**src/rtl/uart_pkg.sv**
```systemverilog
// Shared types and constants for the UART transmitter (and the future receiver).
`timescale 1ns/1ps
package uart_pkg;

  typedef enum logic [2:0] {
    StIdle,
    StArm,
    StStart,
    StData,
    StParity,
    StStop
  } tx_state_t;

  localparam logic        UART_IDLE_LEVEL    = 1'b1;
  localparam logic        UART_START_LEVEL   = 1'b0;
  localparam int unsigned UART_MAX_DATA_BITS = 8;

  // Unused upper bits must be zero so they do not disturb the XOR.
  function automatic logic calc_parity(input logic [UART_MAX_DATA_BITS-1:0] data,
                                       input logic                          odd);
    return (^data) ^ odd;
  endfunction

endpackage

```
**src/rtl/uart_edge_sync.sv**
```systemverilog
// Three-flop synchroniser with rising-edge detector; tick is one clk wide per rising edge of sig_i.
`timescale 1ns/1ps
module uart_edge_sync (
  input  logic clk,
  input  logic rst_n,
  input  logic sig_i,
  output logic tick_o
);

  logic s1_q, s1_d;
  logic s2_q, s2_d;
  logic s3_q, s3_d;

  always_comb begin
    s1_d = sig_i;
    s2_d = s1_q;
    s3_d = s2_q;
  end

  always_ff @(posedge clk or negedge rst_n) begin
    if (!rst_n) begin
      s1_q <= 1'b0;
      s2_q <= 1'b0;
      s3_q <= 1'b0;
    end else begin
      s1_q <= s1_d;
      s2_q <= s2_d;
      s3_q <= s3_d;
    end
  end

  // s1/s2 resolve metastability; s3 only delays s2 for the edge compare.
  assign tick_o = s2_q & ~s3_q;

endmodule

```
**src/rtl/uart_tx.sv**
```systemverilog
// UART transmitter paced by a sampled baud clock: start, DATA_BITS LSB-first, optional parity, stop.
// Parity bit is built in only when UART_TX_PARITY_EN is defined.
`timescale 1ns/1ps
module uart_tx
  import uart_pkg::*;
#(
  parameter int unsigned DATA_BITS  = 8,
  parameter int unsigned STOP_BITS  = 1,
  parameter int unsigned PARITY_ODD = 0
) (
  input  logic                 clk,
  input  logic                 rst_n,
  input  logic                 baud_clk,
  input  logic [DATA_BITS-1:0] tx_data,
  input  logic                 tx_valid,
  output logic                 tx_ready,
  output logic                 tx,
  output logic                 busy
);

  localparam logic [2:0] LastBit  = 3'(DATA_BITS - 1);
  localparam logic       LastStop = 1'(STOP_BITS - 1);

  tx_state_t             state_q, state_d;
  logic [2:0]            bit_cnt_q, bit_cnt_d;
  logic                  stop_cnt_q, stop_cnt_d;
  logic [DATA_BITS-1:0]  shift_q, shift_d;
  logic                  tx_q, tx_d;
  logic                  tick;
  logic                  accept;

  uart_edge_sync u_edge_sync (
    .clk    (clk),
    .rst_n  (rst_n),
    .sig_i  (baud_clk),
    .tick_o (tick)
  );

  assign tx_ready = (state_q == StIdle);
  assign busy     = (state_q != StIdle);
  assign accept   = tx_valid & tx_ready;
  assign tx       = tx_q;

`ifdef UART_TX_PARITY_EN
  logic parity_q, parity_d;

  always_comb begin
    parity_d = parity_q;
    if (accept) begin
      parity_d = calc_parity(UART_MAX_DATA_BITS'(tx_data), PARITY_ODD[0]);
    end
  end

  always_ff @(posedge clk or negedge rst_n) begin
    if (!rst_n) begin
      parity_q <= 1'b0;
    end else begin
      parity_q <= parity_d;
    end
  end
`else
  logic unused_parity_odd;
  assign unused_parity_odd = PARITY_ODD[0];
`endif

  always_comb begin
    state_d    = state_q;
    bit_cnt_d  = bit_cnt_q;
    stop_cnt_d = stop_cnt_q;
    shift_d    = shift_q;
    unique case (state_q)
      StIdle: begin
        // A tick coinciding with accept is deliberately not seen by ARM.
        if (accept) begin
          state_d = StArm;
          shift_d = tx_data;
        end
      end
      StArm: begin
        if (tick) state_d = StStart;
      end
      StStart: begin
        if (tick) begin
          state_d   = StData;
          bit_cnt_d = 3'd0;
        end
      end
      StData: begin
        if (tick) begin
          shift_d = shift_q >> 1;
          if (bit_cnt_q == LastBit) begin
`ifdef UART_TX_PARITY_EN
            state_d    = StParity;
`else
            state_d    = StStop;
`endif
            stop_cnt_d = 1'b0;
          end else begin
            bit_cnt_d = bit_cnt_q + 3'd1;
          end
        end
      end
`ifdef UART_TX_PARITY_EN
      StParity: begin
        if (tick) begin
          state_d    = StStop;
          stop_cnt_d = 1'b0;
        end
      end
`endif
      StStop: begin
        if (tick) begin
          if (stop_cnt_q == LastStop) begin
            state_d = StIdle;
          end else begin
            stop_cnt_d = stop_cnt_q + 1'b1;
          end
        end
      end
      default: state_d = StIdle;
    endcase
  end

  // Line level follows the next state so tx lands on the same edge as the transition.
  always_comb begin
    tx_d = UART_IDLE_LEVEL;
    case (state_d)
      StStart:  tx_d = UART_START_LEVEL;
      StData:   tx_d = shift_d[0];
`ifdef UART_TX_PARITY_EN
      StParity: tx_d = parity_q;
`endif
      default:  tx_d = UART_IDLE_LEVEL;
    endcase
  end

  always_ff @(posedge clk or negedge rst_n) begin
    if (!rst_n) begin
      state_q    <= StIdle;
      bit_cnt_q  <= 3'd0;
      stop_cnt_q <= 1'b0;
      shift_q    <= '0;
      tx_q       <= UART_IDLE_LEVEL;
    end else begin
      state_q    <= state_d;
      bit_cnt_q  <= bit_cnt_d;
      stop_cnt_q <= stop_cnt_d;
      shift_q    <= shift_d;
      tx_q       <= tx_d;
    end
  end

endmodule
```
**config.mk**
```make
export PLATFORM = sky130hd
export DESIGN_NAME = uart_tx
export DESIGN_NICKNAME = d
export VERILOG_FILES = /design/src/rtl/uart_pkg.sv /design/src/rtl/uart_edge_sync.sv /design/src/rtl/uart_tx.sv
export SDC_FILE = /design/constraint.sdc
export NUM_CORES = 1
export LEC_CHECK = 0
export CAP_MARGIN = 20
export CORE_ASPECT_RATIO = 0.8
export CORE_UTILIZATION = 42
export DETAILED_ROUTE_END_ITERATION = 6
export PLACE_DENSITY = 0.68
export SLEW_MARGIN = 20
export SYNTH_ARGS = -nofsm -noshare
export SYNTH_HDL_FRONTEND = slang
export SYNTH_HIERARCHICAL = 1
export SYNTH_SLANG_ARGS = --single-unit
```
**constraint.sdc**
```tcl
create_clock -name clk -period 1.45 [get_ports clk]
set_input_delay 0.145 -clock clk [delete_from_list [all_inputs] [get_ports clk]]
set_output_delay 0.145 -clock clk [all_outputs]
set_load 0.005 [all_outputs]
```
# After elaboration in Yosys (flattened, before gate mapping)
# Cells that the tools add are included.
[word_totals]
regBits = 19
latchBits = 0
ram_bits = 0
mem_bits_ro = 0
inputBits = 12
out_inout_bits = 3
wordCells = 56
memories = 0
[op_classes]
n_addsub = 2
multipliers = 0
n_div = 0
magnitude_cmp = 0
n_eq_ne = 13
n_shift = 0
muxes = 21
bitwise = 3
reduce_logical = 8
[ops]
columns = ["operator", "n"]
rows = [
  ["$mux W3", 10],
  ["$mux W8", 2],
  ["$pmux W8 S2", 1],
  ["$pmux W3 S5", 1],
  ["$eq A3 B2 Y1 const B", 4],
  ["$ne A2 B2 Y1 const B", 5],
  ["$reduce_and A4 Y1", 2],
  ["$eq A3 B3 Y1 const B", 2],
  ["$pmux W3 S2", 1],
  ["$reduce_bool A2 Y1", 3],
  ["$mux W1", 4],
  ["$pmux W1 S2", 2],
  ["$add A3 B1 Y3 const B", 1],
  ["$eq A3 B1 Y1 const B", 1],
  ["$logic_not A3 Y1", 1],
  ["$reduce_and A3 Y1", 1],
  ["$reduce_bool A3 Y1", 1],
  ["$and A1 B1 Y1", 2],
  ["$ne A2 B1 Y1 const B", 1],
  ["$add A1 B1 Y1 const B", 1],
  ["$not A1 Y1", 1],
]

# Depth between registers and ports, before layout
# Gate-level depths: netlist of the first run.
[depth]
word_depth = 6
mapped_depth = 6
ltp_nobuf = 5

# Modules after synthesis
# The synthesis of the first run kept the hierarchy.
[modules_own_cells]
columns = ["mod", "n_inst", "cells_each", "area_each_um2", "seq_area_each_um2"]
rows = [
  ["uart_tx", 1, 72, 777.0, 376.6],
  ["uart_edge_sync", 1, 4, 88.8, 75.1],
]

# Least setup slack after synthesis of the first run
# Ideal clock, no wire load.
[synth_timing]
path_kind = "register to register"
startpoint = "register bit_cnt_q[0]"
endpoint = "register tx_q, in the netlist tx"
setup_ps = 86
arrival_time_ps = 1368
t_required_ps = 1364
path_slack_ps = -4
path_stages_with_launch = 6
path_buffers = 0
period_less_slack_ps = 1454
path_cell_list = "dfrtp_1 > ha_1 > ha_1 > and4_2 > nor3_1 > o21ai_2"
[synth_between]
elab_chain_cells = 6
elab_cells_between_ends = 7
classes_between = "eq/ne: 3; mux: 4"
[synth_lines]
columns = ["item", "line_no", "source"]
rows = [
  ["start, declared", "uart_tx.sv:25", "logic [2:0] bit_cnt_q, bit_cnt_d;"],
  ["start signal, assigned", "uart_tx.sv:146", "bit_cnt_q <= bit_cnt_d;"],
  ["$eq A3 B3 Y1 *", "uart_tx.sv:91", "if (bit_cnt_q == LastBit) begin"],
  ["$mux W3 *", "uart_tx.sv:91", ""],
  ["$mux W3 *", "uart_tx.sv:89", "if (tick) begin"],
  ["$pmux W3 S5 *", "uart_tx.sv:71", "unique case (state_q)"],
  ["net state_d[1]", "uart_tx.sv:24", "tx_state_t state_q, state_d;"],
  ["$eq A3 B2 Y1", "uart_tx.sv:127", "case (state_d)"],
  ["$pmux W1 S2 *", "uart_tx.sv:127", ""],
  ["net tx_d", "uart_tx.sv:28", "logic tx_q, tx_d;"],
  ["end signal, assigned", "uart_tx.sv:149", "tx_q <= tx_d;"],
  ["end, declared", "uart_tx.sv:28", ""],
]
# The timed path passes the listed nets; every way through them passes the cells marked *.
# A chain may end at the register's enable or synchronous reset.

# Worst setup path in the final report of the first run
[layout_timing]
startpoint = "register state_q[2]"
endpoint = "register shift_q[0]"
[layout_between]
elab_chain_cells = 4
elab_cells_between_ends = 5
classes_between = "eq/ne: 1; mux: 2; bitwise: 1; reduce/logical: 1"
[layout_lines]
columns = ["item", "line_no", "source"]
rows = [
  ["start, declared", "uart_tx.sv:24", ""],
  ["start signal, assigned", "uart_tx.sv:139", "state_q <= StIdle;"],
  ["start signal, assigned", "uart_tx.sv:145", "state_q <= state_d;"],
  ["$logic_not A3 Y1", "uart_tx.sv:39, uart_tx.sv:71", ""],
  ["$and A1 B1 Y1", "uart_tx.sv:41", "assign accept = tx_valid & tx_ready;"],
  ["$mux W8", "uart_tx.sv:74", "if (accept) begin"],
  ["$pmux W8 S2 *", "uart_tx.sv:71", ""],
  ["net shift_d[0]", "uart_tx.sv:27", "logic [DATA_BITS-1:0] shift_q, shift_d;"],
  ["end signal, assigned", "uart_tx.sv:148", "shift_q <= shift_d;"],
  ["end, declared", "uart_tx.sv:27", ""],
]
# The timed path passes the listed nets; every way through them passes the cells marked *. The select of a mux whose other input is x is not followed.

==> results.json, run 1 <==
{
  "hold_violations": 0,
  "grt_pass1_wl_um": 2850,
  "rsz0062_at_grt": "true",
  "post-synth-top-count-cell": "dfrtp_1",
  "dp_hpwl_um": 1210,
  "critPathLaunchType": "flip-flop",
  "htree_num_levels": 1,
  "grt-ovfl-total": 0,
  "avgSynthCellArea_um2": 11.4,
  "met3_length_um": 77,
  "cap_viol_max_count": 0,
  "drc": 0,
  "syn-num-nets": 90,
  "initial_core_util": 0.453,
  "finalPower_mw": 1.53,
  "diodes": 0,
  "grt_max_degree": 12,
  "die_x_um": 52.8,
  "tritoncts": "built",
  "n_fill_cell": 164,
  "cp-end-kind": "flip-flop",
  "max_freq_mhz": 707,
  "finalCritPeriodShare": 0.976,
  "ys_top_cells_by_area": "dfrtp_1, nand2_1, a22oi_1, dfstp_2, a22o_1",
  "p_per_area_nw_per_um2": 1350,
  "fin_skew_ps": 4.05,
  "grt_pass1_vias": 610,
  "ios": 15,
  "maxUsedRoutingLayer": "met4",
  "io_buffer_count": 14,
  "wl_met2_um": 764,
  "vias": 653,
  "yosys-top-cells-count": "dfrtp_1, nand2_1, a22oi_1",
  "cp.arrival_ps": 1600,
  "cts_max_path_buffers": 2,
  "ys.warnings.count": 6,
  "nets": 116,
  "rows": 14,
  "leakagePower_nw": 0.541,
  "worstSetupPathType": "reg -> reg",
  "hold_path_class": "in -> async",
  "drv_slew": 0,
  "die_y_um": 42.6,
  "synth_seq_area_share": 0.522,
  "setup_viol": 0,
  "grt_usage": 0.181,
  "netlist_area_um2": 866,
  "post_drt_wl_per_cell_um": 13.2,
  "worstPathMaxFanout": 8,
  "whs_ps": 134,
  "vdd_drop_max_v": 0.000830,
  "slowest_delay_ps": 410,
  "clock-root-buffer": "clkbuf_4",
  "syn_to_final_growth_pct": 31.1,
  "antenna_found_initial": 0,
  "synth_top_area_frac": 0.491,
  "core_um2": 1910,
  "wl_met1_um": 803,
  "via_per_inst": 5.22,
  "wirelength_um": 1660,
  "synth_top_cell_by_area": "dfrtp_1",
  "gp_congestion": 0.789,
  "clk_latency_ps": 300,
  "synth-edff-count": 0,
  "cts_inserted_buffers": 3,
  "drive_gt1_frac": 0.317,
  "synthFlopType": "dfrtp_1",
  "cpMaxStageDelayCell": "dfrtp_1",
  "required_ps": 1640,
  "worstPathCellList": "buf_6 -> nor4b_4 -> nor2_4 -> a21boi_4 -> inv_1",
  "synthCells": 76,
  "hold_buffers": 0,
  "status": "complete, no violations",
  "clk_pin_slew_ps": 100,
  "die_area_um2": 2250,
  "synth.distinct_cells": 28,
  "ys_seq_elements": 18,
  "async_flop_share": 1.00,
  "numClockSinks": 18,
  "max_slew_margin": 0.728,
  "min_period_ps": 1410,
  "drt_iter0_markers": 6,
  "dr.pass1.iters": 3,
  "worstMarginPinSlew_ps": 407,
  "ant_nets": 0
}
-- state kept, by name, indices dropped and copies added (netlist names) --
signal,count
shift_q,8
tx,1
u_edge_sync/s1_q,1
bit_cnt_q,3
u_edge_sync/s2_q,1
u_edge_sync/s3_q,1
state_q,3
-- worst max-delay path: cells and delay by family, from the launching register on --
kind	cells	cell delay, ps
simple gates	2	510
flops	1	410
buf+inv	2	200
compound gates	1	190
-- final timing paths --
| kind | from | to | slack [ps] | cells after the start |
|---|---|---|---|---|
| max | state_q[2] | shift_q[0] | 40 | 5 |
| min | rst_n | shift_q[3] | 130 | 1 |
| max reg2reg | state_q[2] | shift_q[0] | 40 | 5 |
| min reg2reg | u_edge_sync/s1_q | u_edge_sync/s2_q | 360 | 0 |
| max in group asynchronous | rst_n | bit_cnt_q[2] | 830 | 2 |
| min in group clk | baud_clk | u_edge_sync/s1_q | 280 | 1 |
-- through the flow --
step	TNS (ps)	instances	setup slack [ps]	utilization	area, um2
final	0	125	35.0	0.594	1130
after detailed placement	-97.7	119	-97.7	0.562	1070
after global routing	-64.6	125	-49.5	0.594	1130
after CTS	0	123	12.7	0.576	1100
after floorplan	0	76	26.7	-	871
after global placement	-62.6	119	-62.6	0.562	1070
-- cells by family (layout without fill, tap and decap cells) --
family | count (synthesis) | after routing | share of synthesized area
flip-flops | 18 | 18 | 0.522
AND/OR/NAND/NOR | 29 | 29 | 0.212
AO/OA/AOI/OAI | 21 | 21 | 0.192
adder cells (fa/ha/maj) | 2 | 2 | 0.0289
buffers and inverters | 6 | 31 | 0.0448
-- routing by layer --
| layer | vias to the layer above | global-route usage |
|---|---|---|
| met4 | 0 | 0.0316 |
| met3 | 3 | 0.0761 |
| li1 | 320 | - |
| met5 | - | 0 |
| met2 | 14 | 0.273 |
| met1 | 316 | 0.245 |
-- layout make-up --
cell class | count | area (um2) | share of cell area
Tap cell | 24 | 30.0 | 0.0265
Clock buffer | 4 | 26.3 | 0.0232
Multi-Input combinational cell | 52 | 404 | 0.356
Timing Repair Buffer | 24 | 211 | 0.186
Sequential cell | 18 | 452 | 0.398
Inverter | 3 | 11.3 | 0.00992
-- report_power, final --
group	total (mW)	internal [mW]	switching, mW
sequential	0.737	0.645	0.0920
clock	0.260	0.107	0.153
combinational	0.536	0.279	0.257
total	1.53	1.03	0.502
-- cells in the final DEF (no fill, tap or decap), drive strengths merged --
master / netlist / layout
or3: 1 / 1
clkbuf: 0 / 5
nor3: 2 / 2
a21boi: 1 / 1
dfrtp: 17 / 17
and3b: 1 / 1
inv: 3 / 3
o21ai: 4 / 4
nor2: 2 / 2
and4b: 1 / 1
nor4b: 1 / 1
dlygate4sd2: 0 / 1
a21o: 1 / 1
buf: 3 / 11
clkdlybuf4s50: 0 / 11
and4: 1 / 1
a22o: 4 / 4
a21oi: 3 / 3
or3b: 1 / 1
dfstp: 1 / 1
a22oi: 8 / 8
nand3b: 1 / 1
nand2: 16 / 16
ha: 2 / 2
nor2b: 2 / 2
-- timing repair --
item                       CTS  global route
setup buffers                0             2
setup endpoints to repair    6            10
pin swaps                    4             3
cloned                       0             0
gates resized for setup     10             8
No activity file was read; power rests on OpenSTA's default activity.
==> inputs of run 2 (changes only) <==
- CAP_MARGIN: 20 -> 0
- CORE_ASPECT_RATIO: 0.8 -> 1.4
==> run 2 against run 1 <==
Fmax up 0.17%. Register-to-register slack about the same. Sequential power down 2%. Flip-flop and latch count unchanged. Core utilization down 1.2 points. Non-clock buffer count unchanged. Setup slack better by 2.4 ps. First-iteration DRC count down 33%. Die area about the same. Clock skew down 1.5 ps. Count of clock-buffer cells in the layout unchanged. Combinational power down 1%. Largest power group unchanged.
==> results.json, run 2 (synthesized netlist as in run 1, its figures left out) <==
{
  "status": "complete, no violations",
  "regMostFlops": "shift_q",
  "final_common_cell": "dfrtp_1",
  "rows": 19,
  "htree_num_levels": 1,
  "worstReg2RegEnd": "bit_cnt_q[0]",
  "io_buffer_count": 14,
  "min_period_ps": 1410,
  "hold_buffers": 0,
  "fin_skew_ps": 2.58,
  "cp.arrival_ps": 1640,
  "tritoncts": "built",
  "clk_latency_ps": 280,
  "gp_congestion": 0.685,
  "whs_ps": 181,
  "switchingPower_mw": 0.473,
  "final_cell_mix": "dfrtp_1, nand2_1, clkdlybuf4s50_1, buf_4, a22oi_1",
  "rr_worst_depth": 6,
  "hold_path_class": "in -> async",
  "r2r_slack_ps": 40,
  "instances_no_fill": 122,
  "required_ps": 1680,
  "leakagePower_nw": 0.560,
  "cts_setup_buffers": 0,
  "via_per_inst": 5.26,
  "grt_pass1_wl_um": 2500,
  "worstMarginPinSlew_ps": 256,
  "cap_viol_max_count": 0,
  "max_slew_margin": 0.829,
  "max_freq_mhz": 708,
  "place_area_um2": 1080,
  "dr.pass1.iters": 4,
  "cts_max_path_buffers": 2,
  "intPower_mw": 1.03,
  "vias": 642,
  "grt_pass1_vias": 636,
  "startpoint": "bit_cnt_q[0]",
  "die_area_um2": 2250,
  "diodes": 0,
  "cp-end-kind": "flip-flop",
  "core_um2": 1950,
  "drt_iter0_markers": 4,
  "drc": 0,
  "p_clk_frac": 0.166,
  "rsz0062_at_grt": "true",
  "grt_usage": 0.160,
  "combPwrFrac": 0.352,
  "vdd_drop_max_v": 0.000807,
  "drv_slew": 0,
  "largest_reg_flops": 8,
  "final_area_um2": 1130,
  "die_x_um": 40.4,
  "initial_core_util": 0.444,
  "cts_inserted_buffers": 3,
  "critPathLaunchType": "flip-flop",
  "dp_hpwl_um": 1170,
  "setup_viol": 0,
  "top_regs": "shift_q x8, bit_cnt_q x3, state_q x3",
  "finalCritPeriodShare": 0.974,
  "numClockSinks": 18,
  "wirelength_um": 1510,
  "grt_max_degree": 19,
  "drive_gt1_frac": 0.307,
  "ant_nets": 0,
  "post_drt_wl_per_cell_um": 12.3,
  "antenna_found_initial": 0,
  "nets": 116,
  "die_y_um": 55.7,
  "hold_violations": 0,
  "syn_to_final_growth_pct": 31.1,
  "worstPathMaxFanout": 7,
  "n_fill_cell": 177,
  "clk_pin_slew_ps": 100,
  "r2r-start": "bit_cnt_q[0]",
  "dp.cells": 118,
  "swShare": 0.315,
  "clock-root-buffer": "clkbuf_4",
  "worstSetupPathType": "reg -> reg",
  "grt-ovfl-total": 0,
  "sequentialPowerShare": 0.482,
  "ios": 15,
  "p_per_area_nw_per_um2": 1320
}
run 2: cell count changes in the layout (fill, tap and decap cells not counted), moves of 2 or more:
cell,previous run,this run
ha_1,0,2
nor3_4,0,2
o21ai_0,1,3
o21ai_1,2,0
run 2: repair_timing:
item                       in CTS  in global routing
resized for setup               9                  7
setup endpoints to repair       3                  6
pin swaps                       1                  3
run 2: stage by stage:
| step | util | TNS (ps) | total power, mW | worst slack [ps] |
|---|---|---|---|---|
| 2_1_floorplan | - | 0 | 1.06 | 26.7 |
| 3_3_place_gp | 0.556 | -70.1 | 1.22 | -70.1 |
| 3_5_place_dp | 0.556 | -100 | 1.24 | -91.7 |
| 4_1_cts | 0.573 | 0 | 1.50 | 5.62 |
| 5_1_grt | 0.582 | -45.5 | 1.62 | -45.5 |
| 6_report | 0.582 | 0 | 1.50 | 37.4 |
run 2: how the worst max path moves through the flow:
stage	to	slack, ps	cells after the start
after CTS	busy	6	2
after floorplan	shift_q[7]	30	4
after global placement	tx_ready	-70	3
after global routing	bit_cnt_q[0]	-50	6
final	bit_cnt_q[0]	40	6
after detailed placement	tx_ready	-90	3
run 2: routing by layer:
| metal | track usage | share of wire |
|---|---|---|
| met1 | 0.184 | 0.42 |
| met2 | 0.265 | 0.54 |
| met3 | 0.0360 | 0.027 |
| met4 | 0.0714 | 0.0093 |
| met5 | 0 | 0 |
run 2: worst max-delay path, cell delays in order, from the launching register on:
cell and delay, ps:
dfrtp_1 400, ha_1 200, ha_1 200, buf_4 170, nor3_4 170, a21o_1 100, a22o_1 110
run 2: final cells by class:
cell class / instances / area (um2) / share of cell area
Multi-Input combinational cell: 52 / 408 / 0.359
Tap cell: 21 / 26.3 / 0.0232
Inverter: 3 / 11.3 / 0.00992
Timing Repair Buffer: 24 / 211 / 0.186
Sequential cell: 18 / 452 / 0.398
Clock buffer: 4 / 26.3 / 0.0232
run 2: power groups by stage:
stage	Combinational [mW]	Sequential (mW)	Clock, mW
2_1_floorplan	0.331	0.731	0
3_3_place_gp	0.495	0.728	0
3_5_place_dp	0.508	0.734	0
4_1_cts	0.513	0.724	0.262
5_1_grt	0.589	0.740	0.289
6_report	0.529	0.723	0.249
